### config.mk
export PLATFORM = sky130hd
export DESIGN_NAME = frame_read_arbiter
export DESIGN_NICKNAME = d
export VERILOG_FILES = /design/src/rtl/frame_read_arbiter.sv
export SDC_FILE = /design/constraint.sdc
export NUM_CORES = 1
export LEC_CHECK = 0
export CAP_MARGIN = 40
export CORE_ASPECT_RATIO = 1.4
export CORE_MARGIN = 5
export CORE_UTILIZATION = 45
export DETAILED_ROUTE_END_ITERATION = 8
export GPL_ROUTABILITY_DRIVEN = 0
export PLACE_DENSITY = 0.92
export SLEW_MARGIN = 20
export SYNTH_ARGS = -nofsm -noshare
export SYNTH_HDL_FRONTEND = slang
export SYNTH_SLANG_ARGS = --single-unit
### constraint.sdc
create_clock -name clk_in -period 2 [get_ports clk_in]
set_input_delay 0.3 -clock clk_in [delete_from_list [all_inputs] [get_ports clk_in]]
set_output_delay 0.3 -clock clk_in [all_outputs]
set_load 0.01 [all_outputs]
### src/rtl/frame_read_arbiter.sv
// Round-robin arbiter sharing the binarized frame BRAM read port between the finder scanner
// (port 0) and the module-grid sampler (port 1), with a latency-matched response tag pipeline.
module frame_read_arbiter #(
   parameter int unsigned WIDTH      = 480,
   parameter int unsigned HEIGHT     = 480,
   parameter int unsigned ADDR_WIDTH = 20,
   parameter int unsigned LATENCY    = 2
) (
   input  logic                       clk_in,
   input  logic                       rst_in,
   input  logic                       pause_in,
   input  logic [1:0]                 req_valid,
   input  logic [1:0][ADDR_WIDTH-1:0] req_addr,
   output logic [1:0]                 req_ready,
   output logic [1:0]                 rsp_valid,
   output logic                       rsp_data,
   output logic                       rsp_err,
   output logic                       bram_en,
   output logic [ADDR_WIDTH-1:0]      bram_addr,
   input  logic                       bram_dout,
   output logic [1:0][15:0]           grant_count
);

   localparam logic [ADDR_WIDTH-1:0] NUM_PIXELS = ADDR_WIDTH'(WIDTH * HEIGHT);

   logic                  last_grant_q;
   logic [1:0]            grant;
   logic                  accept;
   logic                  acc_port;
   logic [ADDR_WIDTH-1:0] acc_addr;
   logic                  acc_err;

   logic                  bram_en_q;
   logic [ADDR_WIDTH-1:0] bram_addr_q;
   logic [LATENCY:0]      tag_valid_q;
   logic [LATENCY:0]      tag_port_q;
   logic [LATENCY:0]      tag_err_q;
   logic [1:0][15:0]      count_q;

   // On a tie the port that did not win last time gets the grant.
   always_comb begin
      grant = 2'b00;
      if (!pause_in) begin
         case (req_valid)
            2'b01:   grant = 2'b01;
            2'b10:   grant = 2'b10;
            2'b11:   grant = last_grant_q ? 2'b01 : 2'b10;
            default: grant = 2'b00;
         endcase
      end
   end

   assign accept   = |grant;
   assign acc_port = grant[1];
   assign acc_addr = req_addr[acc_port];
   assign acc_err  = (acc_addr >= NUM_PIXELS);

   // Flops never see rst_in as data; the gate only keeps ready low while reset is held.
   assign req_ready = grant & {2{rst_in}};

   always_ff @(posedge clk_in or negedge rst_in) begin
      if (!rst_in) begin
         last_grant_q <= 1'b1;
         bram_en_q    <= 1'b0;
         bram_addr_q  <= '0;
         tag_valid_q  <= '0;
         tag_port_q   <= '0;
         tag_err_q    <= '0;
         count_q      <= '0;
      end else begin
         if (accept) begin
            last_grant_q <= acc_port;
         end
         bram_en_q <= accept && !acc_err;
         if (accept && !acc_err) begin
            bram_addr_q <= acc_addr;
         end
         // Stage LATENCY lines up with the cycle the BRAM data for this read is valid.
         tag_valid_q <= {tag_valid_q[LATENCY-1:0], accept};
         tag_port_q  <= {tag_port_q[LATENCY-1:0], accept && acc_port};
         tag_err_q   <= {tag_err_q[LATENCY-1:0], accept && acc_err};
         for (int i = 0; i < 2; i++) begin
            if (grant[i] && (count_q[i] != 16'hFFFF)) begin
               count_q[i] <= count_q[i] + 16'd1;
            end
         end
      end
   end

   always_comb begin
      rsp_valid = 2'b00;
      if (tag_valid_q[LATENCY]) begin
         rsp_valid = tag_port_q[LATENCY] ? 2'b10 : 2'b01;
      end
   end

   assign rsp_err     = tag_valid_q[LATENCY] && tag_err_q[LATENCY];
   assign rsp_data    = tag_valid_q[LATENCY] && !tag_err_q[LATENCY] && bram_dout;
   assign bram_en     = bram_en_q;
   assign bram_addr   = bram_addr_q;
   assign grant_count = count_q;

endmodule
==> results.txt, run 1 <==
The run finished with clean final reports. In this run the worst path has a maximum fanout of 6. The worst setup path is captured at a flip-flop.

The number of setup buffers added after CTS came out at 0. The number of warning messages in the yosys log came out at 0. The adder-cell share of the synthesized area came out at 0.8264%. In this run, the number of DRC markers left after iteration 0 of detailed routing was 150.

The count of buffer and inverter cells on the critical path is 1. Yosys instantiated no cell more often than dfrtp_1. The DRC violation count after routing came out at 0. In this run, distinct cell masters in the synthesized netlist total 42. In the finished design, the share of the clock period the worst path needs comes to 92.05%.

The clock input transition at the sequential cells of the worst setup and hold paths came out at 0.06 ns. The startpoint of the worst hold path is tag_port_q[1]$_DFF_PN0_. The final count of negative-setup-slack endpoints came out at 0.

Before CTS, the worst setup slack after placement is -0.2154 ns. The longest clock path from root to sink contains 2 buffers. The number of detailed-route iterations in the first pass is 5. The ratio of total power to cell area came out at around 860 nW/um^2. The headroom to the max-slew limit came out at around 72%. Wires add up to 7392 um. The synthesis-stage register bit count came out at 63. The vertical die dimension is 107.1 um. Sorting the synthesized cells by how often they occur yields dfrtp_1, mux2_1, mux2_2, and3_1. The worst register-to-register path begins at last_grant_q$_DFFE_PN1P_. For hold timing, the worst endpoint is tag_port_q[2]$_DFF_PN0_. The required time of the critical path is roughly 2.2 ns. The register-to-register setup slack is between 0.15 and 0.2 ns.

The worst setup path is launched from a flip-flop. On the critical path the largest part of the delay comes from flip-flops. IR analysis of the VDD net gives a maximum drop of ~690 uV. The post-route minimum period is 1.841 ns.

The basic-gate share of the synthesized area counting and, or, nand and nor cells came out at between 10% and 20%. The cell count of the worst reg-to-reg path came out at 5. The wire length per cell after detailed routing came out at 16.07 um. Ranked by total cell area, the synthesized netlist is headed by dfrtp_1, mux2_1, mux2_2. The final count of hold timing violations is 0. The least setup slack across all paths after layout came out at 0.1589 ns. The core occupancy in the finished layout came out at 67.92%. The row count is 35. In the synthesized netlist the dominant register cell turns out to be dfrtp_1. The mux cell area share after synthesis came out at between 10% and 20%. On the worst path, the slowest cell contributes a delay of 0.55 ns. The mean area per synthesized cell is 11.92 um^2. The slew at the pin with the worst max-slew slack is 0.4271 ns.

By area, the combinational part of the netlist is dominated by simple AND/OR/NAND/NOR gates. The later pin in the worst-skew pair is clocked with a latency of 0.34 ns. The number of top-level pins is between 100 and 150.

After the last flow step, the layout net total stands at 432. The clock tree from TritonCTS is done. The detail-routed via count per cell is 5.430. The count of inserted antenna diode cells is 0. The post-synthesis compound-gate area fraction is 5.455%. The total global routing overflow is 0.

The max-cap violation count came out at 0. The data arrival time of the critical path is 2.05 ns. The static leakage is 1.960 nW.

The capture instance of the worst register-to-register path is bram_addr[2]$_DFFE_PN0P_. The signal on the critical path passes through nor2b_1, or2_1, o32ai_4, buf_4, mux2_1. The hold slack came out at 0.3475 ns.

The initial cell density of the core is between 40 and 50%. The highest achievable clock rate is 543.2 MHz. The core footprint came out at 6569 um^2. Compared with the post-synthesis result, the final layout area differs by 47.36%. The number of cells on the worst hold path came out at 0. The fraction of layout cells with a size suffix above 1 came out at 15.28%. CTS placed an instance of clkbuf_8 at the clock tree root. Counting the fill cells in the layout gives 509. The library cell contributing the largest single delay on the critical path is dfstp_2.

The sink count of the clock tree is 63. The number of antenna violations at the first check in global routing is 0. Setup repair after global routing left no endpoint under its margin. The die covers approximately 8500 um^2. Summing over every cut layer, the via total after detailed routing is between 2k and 2.5k.

The number of antenna-violating nets in the routed design came out at 0. The type of the most critical hold path is reg -> reg. The synthesized netlist net count came out at 302. Counting flops with an async set or reset pin after synthesis yields a share of 100.0%. The number of instances in the synthesized netlist came out at 254. The setup path with the least slack is of type reg -> reg. The total global-route track usage is ~18%. The synthesized-area fraction occupied by xor and xnor cells came out at ~6.7%. Input and output buffers added on the ports amount to around 100. Sequential elements use 52.11% of the synthesized area. Of all cell types, the one taking the most synthesized area is dfrtp_1.

Across the routed clock network, the largest skew measured is 0.007691 ns. The maximum level of the CTS H-tree is 3. The synthesized area came out at 3028 um^2.

Summed over all nets, the half-perimeter wirelength after detailed placement is about 5700 um. The first-pass GRT wire length is 12,040 um. The number of global-route vias before repair came out at about 2.6k. The largest net degree at the start of global routing is 35. The number of slew-limit violations in the final report is 0. The portion of synthesized cell area occupied by the leading cell type came out at 51.24%. From left edge to right edge, the die measures slightly below 80 um. The number of flops mapped to enable cells by yosys is 0. The total clock buffers created by CTS came out at 9.
## stage by stage
stage	TNS [ns]	instances	instance area (um^2)	total power [mW]
finish	0	460	4462	3.844
CTS	0	460	4462	3.885
floorplan	0	254	3028	2.187
detailed placement	-3.437	446	4304	2.968
global route	0	460	4462	4.045
global placement	-2.487	446	4304	2.916
## cells by family (layout without fill, tap and decap cells)
| kind of cell | after synthesis | in the layout |
|---|---|---|
| flops | 63 | 63 |
| simple gates | 92 | 92 |
| fa+ha+maj | 2 | 2 |
| buf+inv | 11 | 143 |
| compound gates | 23 | 23 |
| mux | 40 | 40 |
| xor+xnor | 23 | 23 |
## registers in the layout, summed over array words and instances (netlist names)
register,cells
bram_en,1
tag_err_q,3
grant_count,32
tag_valid_q,3
tag_port_q,3
bram_addr,20
last_grant_q,1
## cell type report
type / count / area, um^2 / area share [%]
Sequential cell: 63 / 1578 / 35.36
Tap cell: 74 / 92.59 / 2.075
Timing Repair Buffer: 126 / 1225 / 27.45
Inverter: 4 / 15.01 / 0.3365
Clock inverter: 2 / 10.01 / 0.2243
Clock buffer: 11 / 141.4 / 3.169
Multi-Input combinational cell: 180 / 1400 / 31.38
## per-layer routing
layer / wire length [um] / vias to the layer above / global-route usage [%]
met5: 0 / - / 0
met4: 178 / 0 / 8.231
met3: 472 / 12 / 5.630
met2: 3888 / 82 / 31.45
met1: 2853 / 1219 / 20.82
li1: - / 1185 / -
## power by group
part / internal [mW] / total, mW / switching (mW)
Combinational: 0.728 / 1.18 / 0.451
Sequential: 1.53 / 1.76 / 0.231
Clock: 0.458 / 0.907 / 0.449
Total: 2.71 / 3.84 / 1.13
## worst max-delay path by stage
stage,startpoint,end,cells after the start
finish,last_grant_q$_DFFE_PN1P_,bram_addr[2]$_DFFE_PN0P_,5
global route,req_valid[1],req_ready[0],5
floorplan,last_grant_q$_DFFE_PN1P_,bram_addr[12]$_DFFE_PN0P_,5
global placement,req_valid[0],bram_addr[3]$_DFFE_PN0P_,6
CTS,last_grant_q$_DFFE_PN1P_,bram_addr[2]$_DFFE_PN0P_,5
detailed placement,req_valid[0],bram_addr[2]$_DFFE_PN0P_,6
## layout by cell type (no fill, tap or decap), types with 11 or more instances in the layout
cell type / count
clkdlybuf4s50_1: 100
dfrtp_1: 62
mux2_1: 25
buf_4: 19
mux2_2: 15
and3_1: 13
nand3_1: 12
xnor2_1: 12
nor2_1: 11
xor2_1: 11
## timing repair
action                                  4_1_cts  5_1_grt
hold buffers                                  1        0
endpoints found under the hold margin        13        0
gates resized for setup                       3        0
endpoints found under the setup margin        2        0
Power figures use the tool's default switching activity.
==> inputs of run 2 (changes only) <==
--- a/config.mk
+++ b/config.mk
@@ -6,9 +6,12 @@
 export NUM_CORES = 1
 export LEC_CHECK = 0
 export CAP_MARGIN = 40
+export CELL_PAD_IN_SITES_DETAIL_PLACEMENT = 1
+export CELL_PAD_IN_SITES_GLOBAL_PLACEMENT = 1
 export CORE_ASPECT_RATIO = 1.4
 export CORE_MARGIN = 5
-export CORE_UTILIZATION = 45
+export CORE_UTILIZATION = 35
+export CTS_CLUSTER_SIZE = 25
 export DETAILED_ROUTE_END_ITERATION = 8
 export GPL_ROUTABILITY_DRIVEN = 0
 export PLACE_DENSITY = 0.92
==> run 2 against run 1 <==
  * Sequential power barely moved
  * Sequential share of layout area fell by 1.4 points
  * Combinational power up 3%
  * Count of clock-buffer cells in the layout shrank 1
  * Maximum frequency decreased by 2.8%
  * Clock power rose by 82%
  * Highest routed layer unchanged
  * Via count increased by 3.3%
  * Final cell count is 6.7% higher
  * Critical path type is now in -> out
  * Sequential cell count did not move
  * Die area up 25%
  * Setup slack got worse by 0.052 ns
==> results.txt, run 2 (synthesized netlist as in run 1, its figures left out) <==
Status: finished, final reports clean (unchanged). The data arrival time of the critical path came out at 1.59 ns (was 2.05 ns). The static leakage came out at 2.017 nW (was 1.960 nW).

The critical path capture point type was an output pin (was flip-flop). The core footprint came out at 8508 um^2 (was 6569 um^2). The most common library cell in the layout ignoring fill and taps is clkdlybuf4s50_1 (unchanged). The post-route minimum period came to 1.893 ns (was 1.841 ns).

The post-route setup TNS is 0 ns (unchanged). The maximum fanout along the worst path came out at 3 (was 6). The start-to-end type of the worst setup path is in -> out (was reg -> reg).

The count of hold-fix buffers inserted at cts came out at 0 (was 1). The largest net degree at the start of global routing came out at 51 (was 35). The number of antenna violations at the first check in global routing came out at 0 (unchanged). The total of fill cells in the finished design came out at 908 (was 509).

The register-to-register setup slack is 0.11 ns (was 0.16 ns). The number of antenna-violating nets in the routed design was 0 (unchanged). The number of global-route vias before repair is 3,026 (was 2,555).

The number of top-level pins came out at 105 (unchanged). The flip-flop count of the largest register, all copies and words added is 32 (unchanged). The fraction of layout cells with a size suffix above 1 came out at 15.54% (was 15.28%). The total global-route track usage is 19.06% (was 18.37%). The routed wire length on met2 is 5282 um (was 3888 um). The post-place instance area came out at 4340 um^2 (was 4304 um^2). The total power of the final layout came out at 4.645 mW (was 3.844 mW). Setup repair after global routing missed its margin: false (unchanged).

The number of detailed-route iterations in the first pass came out at 4 (was 5). The first-iteration detailed-routing DRC count came out at 92 (was 150). The source-to-sink clock delay at the later pin of the worst-skew pair is 0.32 ns (was 0.34 ns).

The deepest clock path buffer count is 2 (unchanged). The total global routing overflow is 0 (unchanged). The design area is 4652 um^2 (was 4462 um^2). The count of inserted antenna diode cells is 0 (unchanged). The top layer reached by signal wires is met4 (unchanged). The met3 layer wire length in the routed design is 484 um (was 472 um).

The row count came out at 40 (was 35). The startpoint type of the worst setup path is an input port (was flip-flop). The total clock buffers created by CTS was 9 (unchanged). The max-cap violation count is 0 (unchanged). The number of slew-limit violations in the final report is 0 (unchanged). The maximum level of the CTS H-tree came out at 3 (unchanged). The number of port buffers is 104 (unchanged). The highest achievable clock rate came out at 528.2 MHz (was 543.2 MHz).

The share of the cycle needed by the critical path after routing came out at 94.66% (was 92.05%). The sink count of the clock tree is 63 (unchanged). The worst vdd rail ir drop was 636.4 uV (was 689.5 uV). The number of nets in the layout was 429 (was 432).

The CTS root buffer was clkbuf_16 (was clkbuf_8). The final wirelength is 9384 um (was 7392 um). The headroom to the max-slew limit is 57.10% (was 71.53%).

The required time of the critical path came out at 1.70 ns (was 2.21 ns). The slew at the pin with the worst max-slew slack came out at 0.6434 ns (was 0.4271 ns). Commonest cells after routing, fill and taps aside: clkdlybuf4s50_1, dfrtp_1, mux2_1, buf_4, mux2_2 (unchanged). The type of the most critical hold path is in -> async (was reg -> reg). The DRC violation count after routing was 0 (unchanged). The detailed-placement wirelength estimate is 6792 um (was 5707 um). The final count of negative-setup-slack endpoints came out at 0 (unchanged). The clock tree from TritonCTS is done (unchanged). The final clock skew is 0.006823 ns (was 0.007691 ns).

The detail-routed via count per cell came to 5.255 (was 5.430). The vertical die dimension is 120.1 um (was 107.1 um). The via count of the routed design is 2,580 (was 2,498).

The first-pass GRT wire length came out at 15,650 um (was 12,040 um). The wire length per cell after detailed routing came out at 19.11 um (was 16.07 um). The final count of hold timing violations came to 0 (unchanged). The floorplan die area came to 10,640 um^2 (was 8492 um^2). The post-synthesis to final-layout area growth came out at 53.64% (was 47.36%).

The width of the chip came out at 88.61 um (was 79.33 um). The clock input transition at the sequential cells of the worst setup and hold paths came out at 0.05 ns (was 0.06 ns). The met1 wire length came out at 3396 um (was 2853 um). The ratio of total power to cell area came out at 998.5 nW/um^2 (was 861.5 nW/um^2).

The initial cell density of the core is 35.59% (was 46.10%).
## run 2: layout make-up
cell class	count	area [um^2]	area share [%]
sequential	63	1578	33.92
multi-input combinational	180	1400	30.10
timing repair buffer	123	1214	26.09
clock buffer	10	229.0	4.922
tap	105	131.4	2.824
clock inverter	6	85.08	1.829
inverter	4	15.01	0.3228
## run 2: worst paths after layout
check,from,to,depth (start not counted)
worst max-delay path,req_valid[1],req_ready[0],5
worst min-delay path,rst_in,grant_count[5]$_DFFE_PN0P_,2
worst max register to register,last_grant_q$_DFFE_PN1P_,bram_addr[12]$_DFFE_PN0P_,5
worst min register to register,tag_port_q[1]$_DFF_PN0_,tag_port_q[2]$_DFF_PN0_,0
max in group asynchronous,rst_in,grant_count[28]$_DFFE_PN0P_,2
min in group clk_in,tag_port_q[1]$_DFF_PN0_,tag_port_q[2]$_DFF_PN0_,0
## run 2: timing repair
action,in CTS,in global routing
resized for setup,2,0
buffers inserted,0,0
setup endpoints to repair,2,0
## run 2: critical path: stages
cell,delay [ns]
clkdlybuf4s50_1,0.50
nor2b_1,0.24
nor2_1,0.11
and2_1,0.16
dlygate4sd2_1,0.28
## run 2: metal layers
metal,GRT usage (%),up-vias
met3,3.915,17
li1,-,1178
met1,20.17,1308
met2,35.63,77
met5,0,-
met4,7.372,0
## run 2: power breakdown
group / switching, mW / internal [mW] / leakage, nW / total [mW]
clock: 0.569 / 1.09 / 0.148 / 1.65
sequential: 0.241 / 1.53 / 0.809 / 1.77
combinational: 0.489 / 0.732 / 1.06 / 1.22
## run 2: metrics by stage
stage               instances  hold slack, ns  util (%)  setup WS, ns
floorplan                 254        0.004409         -        0.1896
global placement          475          0.3345     51.01       -0.1252
detailed placement        475          0.3363     51.01       -0.1865
CTS                       491        0.009575     54.68       0.07956
global route              491         0.02163     54.68       0.01988
finish                    491         0.01432     54.68        0.1068
==> inputs of run 3 (changes only) <==
--- a/config.mk
+++ b/config.mk
@@ -9,12 +9,12 @@
 export CELL_PAD_IN_SITES_DETAIL_PLACEMENT = 1
 export CELL_PAD_IN_SITES_GLOBAL_PLACEMENT = 1
 export CORE_ASPECT_RATIO = 1.4
-export CORE_MARGIN = 5
-export CORE_UTILIZATION = 35
+export CORE_UTILIZATION = 48
 export CTS_CLUSTER_SIZE = 25
 export DETAILED_ROUTE_END_ITERATION = 8
+export DONT_BUFFER_PORTS = 1
 export GPL_ROUTABILITY_DRIVEN = 0
-export PLACE_DENSITY = 0.92
+export PLACE_DENSITY = 0.9
 export SLEW_MARGIN = 20
 export SYNTH_ARGS = -nofsm -noshare
 export SYNTH_HDL_FRONTEND = slang
==> run 3 against run 2 <==
  * Clock power is 24% lower
  * Setup slack better by 0.014 ns
  * Utilization is 2.8 points higher
  * Largest cell class unchanged
  * Non-clock buffer count is 110 lower
  * Worst hold slack better by 0.027 ns
  * Count of clock-buffer cells in the layout is 3 higher
  * Sequential power is 6% higher
  * Die area is 38% lower
  * Critical path type is now reg -> reg
  * Combinational power is 60% lower
  * Clock skew is 0.00091 ns higher
==> results.txt, run 3 (synthesized netlist as in run 1, its figures left out) <==
The switching power of the nets is 1.072 mW (was 1.299 mW). The number of cells on the worst hold path is 1. The design area came to 3440 um^2 (was 4652 um^2). The maximum single-stage delay on the critical path was 0.56 ns (was 0.50 ns). The number of nets in the layout came to 319 (was 429). The largest net degree at the start of global routing is 64 (was 51). The total clock buffers created by CTS is 9 (unchanged).

The startpoint type of the worst setup path is a flip-flop (was input port). The post-route setup TNS is 0 ns (unchanged). The library cell contributing the largest single delay on the critical path is dfstp_2 (was clkdlybuf4s50_1). The post-synthesis to final-layout area growth came out at 13.60% (was 53.64%). The number of slew-limit violations in the final report is 0 (unchanged). The capture instance of the worst register-to-register path is bram_addr[2]$_DFFE_PN0P_ (was bram_addr[12]$_DFFE_PN0P_). The sink count of the clock tree is 63 (unchanged). The worst vdd rail ir drop is 668.8 uV (was 636.4 uV). The setup slack after placement came out at 0.1356 ns (was -0.1865 ns). The final wirelength came out at 6693 um (was 9384 um). The vertical die dimension is 95.98 um (was 120.1 um). The total global-route track usage came out at 21.84% (was 19.06%). The number of setup buffers added after CTS came to 0 (unchanged). The final count of negative-setup-slack endpoints came out at 0 (unchanged). The first-pass GRT wire length came to 10,950 um (was 15,650 um). The width of the chip came to 69.13 um (was 88.61 um). The count of hold-fix buffers inserted at cts came out at 2 (was 0).

The post-route minimum period came out at 1.879 ns (was 1.893 ns). The core occupancy in the finished layout was 57.45% (was 54.68%). The total power of the final layout is 3.626 mW (was 4.645 mW).

The proportion of total power due to net switching came to 29.57% (was 27.97%). The flip-flop count of the largest register, all copies and words added came out at 32 (unchanged). The DRC violation count after routing came to 0 (unchanged). The via count of the routed design is 2,091 (was 2,580). The final clock skew came out at 0.007735 ns (was 0.006823 ns). The detail-routed via count per cell is 6.043 (was 5.255). The startpoint identified for the worst hold timing path is pause_in. The maximum level of the CTS H-tree is 3 (unchanged).

The start-to-end type of the worst setup path is reg -> reg (was in -> out). The wire length per cell after detailed routing came out at 19.34 um (was 19.11 um). The highest achievable clock rate came to 532.1 MHz (was 528.2 MHz). The count of inserted antenna diode cells came to 0 (unchanged).

The required time of the critical path came to 2.22 ns (was 1.70 ns). The register-to-register setup slack is 0.12 ns (was 0.11 ns). The number of antenna-violating nets in the routed design came out at 0 (unchanged).

The terminating pin of the worst hold path is tag_err_q[0]$_DFF_PN0_. The count of placed standard cells including taps came out at 327 (was 475). Status: finished, final reports clean (unchanged).

The total global routing overflow is 0 (unchanged). The number of detailed-route iterations in the first pass came to 4 (unchanged). The fraction of layout cells with a size suffix above 1 came out at 18.12% (was 15.54%). The final count of hold timing violations came out at 0 (unchanged). The met2 usage in global routing is 38.92% (was 35.63%). The floorplan die area came out at 6634 um^2 (was 10,640 um^2). The number of top-level pins is 105 (unchanged). The share of the cycle needed by the critical path after routing is 93.97% (was 94.66%). The clock input transition at the sequential cells of the worst setup and hold paths is 0.07 ns (was 0.05 ns).

The CTS root buffer is clkbuf_8 (was clkbuf_16). The part of the total power dissipated in sequential elements came out at 52.0% (was 38.1%). The clock tree from TritonCTS is done (unchanged). The hold slack is 0.04098 ns (was 0.01432 ns).

The ratio of total power to cell area is 1054 nW/um^2 (was 998.5 nW/um^2). CP cell instances: nor2b_1, or2_1, o32ai_4, buf_12, mux2_1 (was clkdlybuf4s50_1, nor2b_1, nor2_1, and2_1, dlygate4sd2_1). The total of fill cells in the finished design came out at 614 (was 908). The global routing usage on met1 came out at 23.17% (was 20.17%). The static leakage came to 1.553 nW (was 2.017 nW). Commonest cells after routing, fill and taps aside: dfrtp_1, mux2_1, mux2_2, and3_1 (was clkdlybuf4s50_1, dfrtp_1, mux2_1, buf_4, mux2_2).

The critical path capture point type is a flip-flop (was output pin). The routing usage on met3 came to 5.550% (was 3.915%). The row count came out at 33 (was 40).

The maximum fanout along the worst path is 21 (was 3). The first-iteration detailed-routing DRC count is 160 (was 92). Setup repair after global routing missed its margin: false (unchanged). The portion of total power attributed to combinational logic came out at 13.6% (was 26.3%). The startpoint of the worst register-to-register path was last_grant_q$_DFFE_PN1P_ (unchanged). The initial cell density of the core came out at 50.57% (was 35.59%). The source-to-sink clock delay at the later pin of the worst-skew pair is 0.34 ns (was 0.32 ns).

The slew at the pin with the worst max-slew slack came to 0.4063 ns (was 0.6434 ns). The internal power summed over all cells was 2.554 mW (was 3.346 mW). The detailed-placement wirelength estimate is 4797 um (was 6792 um).

The relative contribution of the clock network to total power came to 34.4% (was 35.6%). The number of port buffers is 0 (was 104). The layer carrying the most global-route usage is met2 (unchanged). The deepest clock path buffer count came out at 2 (unchanged).

The max-cap violation count came out at 0 (unchanged). The post-place instance area is 3168 um^2 (was 4340 um^2). The number of instances resized during post-cts repair is 0 (was 2). The type of the most critical hold path is in -> reg (was in -> async).

The core footprint came out at 5987 um^2 (was 8508 um^2). The least setup slack across all paths after layout is 0.1206 ns (was 0.1068 ns). The cell count of the worst reg-to-reg path came out at 5 (unchanged).

The number of antenna violations at the first check in global routing came out at 0 (unchanged). The headroom to the max-slew limit came out at 72.84% (was 57.10%). The final instance count without filler cells is 346 (was 491). The number of global-route vias before repair came out at 2,280 (was 3,026). The data arrival time of the critical path was 2.10 ns (was 1.59 ns). The most common library cell in the layout ignoring fill and taps is dfrtp_1 (was clkdlybuf4s50_1).
==> run 3: cell types whose count changed in the layout (fill, tap and decap cells not counted), moves of 7 or more <==
| cell | delta |
|---|---|
| clkdlybuf4s50_1 | -101 |
| clkbuf_8 | +11 |
| clkbuf_16 | -9 |
| buf_4 | -7 |
==> run 3: area by class of cell <==
cell class                 instances  area [um^2]  area share, %
timing repair buffer              13        135.1          3.929
clock buffer                      13        158.9          4.620
sequential                        63         1578          45.87
multi-input combinational        180         1400          40.71
inverter                           4        15.01         0.4365
tap                               70        87.58          2.546
clock inverter                     3        65.06          1.892
==> run 3: worst max-delay path: cells and delay by family (launching register included) <==
kind	cells	cell delay, ns
mux	1	0.34
flops	1	0.56
simple gates	2	0.34
buf+inv	1	0.21
compound gates	1	0.31
==> run 3: per-layer routing <==
metal	vias up	wire length, um
met4	0	187
li1	959	-
met2	71	3495
met3	14	395
met5	-	0
met1	1047	2614
==> run 3: how the worst max path moves through the flow <==
| stage | endpoint | slack (ns) | cells after the start | from |
|---|---|---|---|---|
| final | bram_addr[2]$_DFFE_PN0P_ | 0.12 | 5 | last_grant_q$_DFFE_PN1P_ |
| after global routing | grant_count[29]$_DFFE_PN0P_ | 0.05 | 4 | grant_count[19]$_DFFE_PN0P_ |
| after CTS | bram_addr[2]$_DFFE_PN0P_ | 0.11 | 5 | last_grant_q$_DFFE_PN1P_ |
| after detailed placement | bram_addr[2]$_DFFE_PN0P_ | 0.14 | 5 | last_grant_q$_DFFE_PN1P_ |
| after global placement | bram_addr[3]$_DFFE_PN0P_ | 0.18 | 5 | last_grant_q$_DFFE_PN1P_ |
| after floorplan | bram_addr[12]$_DFFE_PN0P_ | 0.19 | 5 | last_grant_q$_DFFE_PN1P_ |
==> run 3: power groups by stage <==
stage	clock, mW	combinational [mW]	sequential [mW]
global placement	0	0.429	1.90
finish	1.25	0.494	1.88
detailed placement	0	0.466	1.91
CTS	1.27	0.503	1.89
global route	1.32	0.560	1.92
floorplan	0	0.349	1.84
